**src/rtl/fifo_pair_arbiter.sv**
```systemverilog
// fifo_pair_arbiter: pops two FWFT fifos into one registered valid/ready stream, bounded-burst alternating.
// Define FIFO_ARB_STRICT_PRIO_EN for fixed A-over-B priority (no burst state).
module fifo_pair_arbiter #(
  parameter int DWIDTH     = 16,
  parameter int BURST_MAX  = 4,
  parameter int BURST_BITS = 3
) (
  input  logic              clk,
  input  logic              rst,
  input  logic              a_empty,
  input  logic [DWIDTH-1:0] a_dout,
  output logic              a_rd_en,
  input  logic              b_empty,
  input  logic [DWIDTH-1:0] b_dout,
  output logic              b_rd_en,
  output logic              out_valid,
  input  logic              out_ready,
  output logic [DWIDTH-1:0] out_data,
  output logic              out_src,
  output logic              busy
);
  logic              out_valid_q, out_valid_d;
  logic [DWIDTH-1:0] out_data_q, out_data_d;
  logic              out_src_q, out_src_d;
  logic              load, grant_a, grant_b;
`ifdef FIFO_ARB_STRICT_PRIO_EN
  always_comb begin
    grant_a = ~a_empty;
    grant_b = ~b_empty & a_empty;
  end
`else
  localparam logic [0:0] SERVE_A = 1'b0;
  localparam logic [0:0] SERVE_B = 1'b1;
  localparam logic [BURST_BITS-1:0] BMAX = BURST_BITS'(BURST_MAX);
  logic [0:0]            state_q, state_d;
  logic [BURST_BITS-1:0] burst_cnt_q, burst_cnt_d;
  logic                  under, serve_b, own_ok, pop;
  // own_ok: the served fifo may keep going (burst budget left, or the other side has nothing)
  always_comb begin
    under = burst_cnt_q < BMAX;
    serve_b = state_q == SERVE_B;
    own_ok = under | (serve_b ? a_empty : b_empty);
    grant_b = serve_b ? ~b_empty & own_ok : ~b_empty & ~(~a_empty & own_ok);
    grant_a = serve_b ? ~a_empty & ~(~b_empty & own_ok) : ~a_empty & own_ok;
    pop = a_rd_en | b_rd_en;
    state_d = pop ? b_rd_en : state_q;
    burst_cnt_d = ~pop ? burst_cnt_q :
                  (b_rd_en != state_q) ? BURST_BITS'(1) :
                  under ? burst_cnt_q + BURST_BITS'(1) : burst_cnt_q;
  end
  always_ff @(posedge clk) begin
    if (rst) begin
      state_q <= SERVE_A;
      burst_cnt_q <= '0;
    end else begin
      state_q <= state_d;
      burst_cnt_q <= burst_cnt_d;
    end
  end
`endif
  always_comb begin
    load = ~out_valid_q | out_ready;
    a_rd_en = ~rst & load & grant_a;
    b_rd_en = ~rst & load & grant_b;
    out_valid_d = load ? (a_rd_en | b_rd_en) : out_valid_q;
    out_data_d = a_rd_en ? a_dout : b_rd_en ? b_dout : out_data_q;
    out_src_d = a_rd_en ? 1'b0 : b_rd_en ? 1'b1 : out_src_q;
  end
  always_ff @(posedge clk) begin
    if (rst) begin
      out_valid_q <= 1'b0;
      out_data_q <= '0;
      out_src_q <= 1'b0;
    end else begin
      out_valid_q <= out_valid_d;
      out_data_q <= out_data_d;
      out_src_q <= out_src_d;
    end
  end
  assign out_valid = out_valid_q;
  assign out_data = out_data_q;
  assign out_src = out_src_q;
  assign busy = out_valid_q | ~a_empty | ~b_empty;
endmodule

```
**config.mk**
```make
export PLATFORM = sky130hd
export DESIGN_NAME = fifo_pair_arbiter
export DESIGN_NICKNAME = d
export VERILOG_FILES = /design/src/rtl/fifo_pair_arbiter.sv
export SDC_FILE = /design/constraint.sdc
export NUM_CORES = 1
export LEC_CHECK = 0
export ABC_AREA = 1
export BUFFER_PORTS_ARGS = -buffer_cell sky130_fd_sc_hd__buf_2
export CAP_MARGIN = 20
export CORE_MARGIN = 2
export CORE_UTILIZATION = 25
export CTS_BUF_LIST = sky130_fd_sc_hd__clkbuf_8
export DETAILED_ROUTE_END_ITERATION = 10
export PLACE_DENSITY_LB_ADDON = 0.3
export SETUP_SLACK_MARGIN = 0.02
export SYNTH_ARGS = -nofsm -noshare
export SYNTH_HDL_FRONTEND = slang
export SYNTH_SLANG_ARGS = --single-unit
```
**constraint.sdc**
```tcl
create_clock -name clk -period 3.85 [get_ports clk]
set_input_delay 0.1925 -clock clk [delete_from_list [all_inputs] [get_ports clk]]
set_output_delay 0.1925 -clock clk [all_outputs]
set_load 0.1 [all_outputs]
```
==> metrics.txt, run 1 <==
vias post-DR ~1.1k; largest net degree at the start of global routing 31; die footprint roughly 0.005 mm²; fin area 0.00145 mm²; Hold Crit Class input port to flip-flop; Clk pin slew, worst setup/hold paths 0.08 ns; CTS Root Buffer Type clkbuf_8; core area 0.00432 mm²; fillers slightly below 500; via/cell ratio 4.24; synth unique cells 18; Sw Pwr 0.000269 W; ANT cells 0; Pleak 0.753 nW; Worst Path Max Fanout 30; hpwl dp 2000 µm; syn nets between 150 and 200; Peak Freq approximately 460 MHz; mapped cell area 0.00111 mm²; CP max-delay cell buf_2; Post-CTS Resized 0; Seq cells post-synth 22; crit end category output port; count of warnings emitted by yosys 0; clock latency on the worst-skew pair 0.26 ns; vias in the first global route approximately 1.0k; worst path bufs/invs 3; Cell Rows 24; sw frac 38.4%; Logic pwr share 32.9%; clock skew between 0.004 and 0.005 ns; hold_buf cts 0; Clock H-tree levels 1; placed cell area approximately 0.0014 mm²; clk sinks 22; IO buf count 57; Least-Margin Pin Slew 0.503 ns; PD cells 482 mW/mm²; Clock Power Share between 30% and 40%; Setup TNS 0 ns; most common cell after layout, fill and taps aside buf_2; crit share post-route a little under three fifths; CP Data Required Time approximately 3.7 ns; ranking of synthesized cells by area dfxtp_1, o21ai_0, nand2_1; number of DRC markers in iteration 0 46; DRC 0; global route total overflow 0; P&R area growth vs syn 31.2%; Final setup viols 0; WL per Instance between 10 and 15 µm; cell count after synthesis 157; cell chain of the critical path nand2_1, nand2_1, inv_1, nand4_4, inv_1, buf_2; final WL ~2700 µm; register area 440 µm²; number of antenna violations at the first check in global routing 0; Setup CP Type flip-flop to output port; Worst Path Arrival 1.96 ns; Layout Nets 248; min cycle time layout ~2.2 ns; CP delay by family, top buffers and inverters; GR Util All Layers 10.7%; area of the multi-input gates 505 µm²; final hold vios 0; Max-slew headroom between 60% and 70%; Peak supply drop 187 µV; # Max-Cap Violations 0; fin worst setup slack between 1.5 and 2 ns; CTS tree built; global-route wire length before repair 4370 µm; CP peak stage delay 0.47 ns; Worst setup SP type flip-flop; Place WS 1.81 ns; Seq/Total Area, Yosys a little under 40%; most frequent cells in the layout buf_2, o21ai_0, nand2_1, dfxtp_1; total CTS buffers 3; width of the die 70.6 µm; Synth top area share 39.7%; status completed; num ports 58; antenna viol nets, final 0; Int Pwr between 0.0004 and 0.0005 W; Slew Limit Fails 0; Starting Density 25.6%; routability cong. 0.727; Synth Area per Inst 7.06 µm²; setup bufs post-CTS 0; sequential power share roughly 37%; DRT Pass-1 Iters 4; layout cell share with drive strength beyond 1 33.0%; RSZ-0062 raised after global routing no; CTS max path bufs 2; area leader, netlist dfxtp_1; Die Ht 70.6 µm
## synth_stat cells
library cell	n
a21oi_1	20
buf_2	1
buf_4	1
buf_6	5
clkbuf_1	2
dfxtp_1	22
ha_1	1
inv_1	20
inv_2	3
nand2_1	31
nand2_2	2
nand2_4	1
nand3_1	6
nand3_2	1
nand4_4	1
nor2_1	7
o21ai_0	32
o21ai_1	1
## kinds of logic after synthesis
family	Yosys count	synth area share (%)
buffers and inverters	32	14.7
flip-flops	22	39.7
adder cells (fa/ha/maj)	1	1.13
AO/OA/AOI/OAI	53	23.9
AND/OR/NAND/NOR	49	20.5
## power groups by stage
stage / sequential [W] / clock (W) / combinational (W)
detailed placement: 0.000262 / 0 / 0.000232
floorplan: 0.000376 / 0 / 0.0000786
finish: 0.000256 / 0.000214 / 0.000231
global route: 0.000259 / 0.000230 / 0.000246
global placement: 0.000262 / 0 / 0.000231
CTS: 0.000256 / 0.000221 / 0.000232
## area by class of cell
class	count	area share [%]
Multi-Input combinational cell	103	34.8
Sequential cell	22	30.3
Timing Repair Buffer	57	19.6
Inverter	23	5.94
Tap cell	52	4.48
Clock buffer	3	2.84
Clock inverter	1	2.07
## stage by stage
stage	cells	utilization, %	power [W]	hold WS, ns
final	261	33.6	0.000701	0.174
after detailed placement	257	32.0	0.000493	0.452
after floorplan	157	-	0.000454	0.262
after CTS	261	33.6	0.000709	0.169
after global placement	257	32.0	0.000493	0.451
after global routing	261	33.6	0.000736	0.171
## path summary, 6_finish.rpt
kind	startpoint	endpoint	slack, ns	depth (start not counted)
max	out_valid	a_rd_en	1.70	6
min	a_dout[15]	out_data[15]	0.17	3
min reg2reg	out_data[4]	out_data[4]	0.46	2
max reg2reg	burst_cnt_q[2]	out_data[5]	2.21	8
## state kept, by name (all words and copies together), names as in the netlist
name,count
out_data,16
burst_cnt_q,3
out_src,1
out_valid,1
serve_b,1
## worst min-delay path, cell delays in order
cell	delay (ns)
buf_2	0.09
nand2_1	0.05
a21oi_1	0.05
## layer usage
layer	GRT usage [%]	up-vias	wire length, µm
met2	18.2	30	1260
li1	-	609	-
met5	0	-	0
met3	1.85	2	150
met4	5.03	0	27
met1	13.2	466	1250
Note: power is estimated with default switching activity, not from simulation.
==> run 2: changes to the inputs <==
==> constraint.sdc (replaced) <==
create_clock -name clk -period 2 [get_ports clk]
set_input_delay 0.1 -clock clk [delete_from_list [all_inputs] [get_ports clk]]
set_output_delay 0.1 -clock clk [all_outputs]
set_load 0.1 [all_outputs]
==> metrics.txt, run 2 (synthesis results as in run 1) <==
r2r startpoint burst_cnt_q[2]; final WL 2860 µm; Setup crit end b_rd_en; Worst Path Max Fanout 20; Reg2Reg Capture Point out_data[4]; crit share post-route 88.9%; largest net degree at the start of global routing 22; Layout Nets 250; ANT cells 0; fin worst setup slack 0.221 ns; CP max-delay cell clkbuf_4; CP Data Required Time 1.90 ns; Peak Freq 562 MHz; Cell Rows 24; GR Util All Layers between 10 and 15%; most common cell after layout, fill and taps aside buf_2; global-route wire length before repair 4560 µm; total CTS buffers 3; critical path's most frequent cell nand2_1; antenna viol nets, final 0; worst r2r path cells 8; Clk pin slew, worst setup/hold paths 0.08 ns; Die Ht 70.6 µm; Worst setup startpoint out_valid; CTS tree built; core area 0.00432 mm²; width of the die approximately 71 µm; crit end category output port; placed cell area 0.00142 mm²; Slew Limit Fails 0; hpwl dp 2120 µm; CTS Root Buffer Type clkbuf_8; vias post-DR 1132; register area 442 µm²; die footprint approximately 0.0050 mm²; P&R area growth vs syn 31.8%; area of the multi-input gates 505 µm²; Setup CP Type flip-flop to output port; CP delay by family, top simple AND/OR/NAND/NOR gates; WL per Instance ~11 µm; PD cells 843 mW/mm²; CTS max path bufs 2; clock skew 0.00445 ns; Critical Path Stages 6; num ports 58; number of antenna violations at the first check in global routing 0; cell chain of the critical path nand2_1, nand2_1, nor2_1, nand2_2, inv_1, clkbuf_4; status completed; Hold Crit Class input port to flip-flop; Starting Density approximately 26%; vias in the first global route 1021; clk sinks 22; Final setup viols 0; routability cong. 0.804; R2R Setup Slk 0.37 ns; fillers 479; HP Start a_dout[8]; Worst Path Arrival 1.68 ns; clock latency on the worst-skew pair 0.27 ns; WHS Path Cells 3; global route total overflow 0; min cycle time layout between 1.5 and 2 ns; Clock H-tree levels 1; Pleak 0.744 nW; number of DRC markers in iteration 0 26; DRT Pass-1 Iters 4; CP peak stage delay about 0.34 ns; Setup TNS 0 ns; RSZ-0062 raised after global routing no; Place WS 0.374 ns; Peak supply drop between 200 and 300 µV; # Max-Cap Violations 0; DRC 0; Least-Margin Pin Slew 0.500 ns; final hold vios 0; Largest register FFs 16; Max-slew headroom roughly two thirds; hold_buf cts 0; most frequent cells in the layout buf_2, o21ai_0, nand2_1, dfxtp_1, a21oi_1; worst path bufs/invs 2; IO buf count 57; fin area around 0.0015 mm²; via/cell ratio 4.32; layout cell share with drive strength beyond 1 34.3%; Worst setup SP type flip-flop
## run 2: what timing repair did
action	4_1_cts	5_1_grt
endpoints found under the hold margin	0	0
setup buffers	0	0
resized for setup	0	1
setup endpoints to repair	0	1
## run 2: worst min path at each step
stage	end	slack (ns)
2_1_floorplan	out_data[12]	0.17
3_3_place_gp	out_data[9]	0.36
3_5_place_dp	out_data[9]	0.36
4_1_cts	out_data[9]	0.07
5_1_grt	out_data[15]	0.07
6_report	out_data[8]	0.07
## run 2: final cells by class
type,instances,share of cell area [%]
multi-input cells,103,34.6
flip-flops and latches,22,30.2
repair buffers,59,21.7
inverters,23,6.16
well taps,52,4.45
clock buffers,3,2.83
## run 2: power breakdown
group / switching, W / internal [W]
registers: 0.0000196 / 0.000475
clock network: 0.000149 / 0.000135
logic: 0.000356 / 0.0000977
## run 2: metal layers
layer,GRT usage (%),up-vias,share of wire [%]
li1,-,611,-
met1,14.8,487,48
met2,19.2,29,46
met3,2.28,5,4.6
met4,5.03,0,1.9
met5,0,-,0
## run 2: tightest hold or removal path: stages
cell and delay, ns:
buf_2 0.09, nand2_1 0.05, a21oi_1 0.05
## run 2: through the flow
stage	utilization [%]	hold slack [ns]	cells	total power, W
6_report	33.8	0.0746	262	0.00123
5_1_grt	33.8	0.0738	262	0.00130
4_1_cts	33.7	0.0705	262	0.00124
3_5_place_dp	32.8	0.360	259	0.000960
3_3_place_gp	32.8	0.356	259	0.000958
2_1_floorplan	-	0.169	157	0.000876
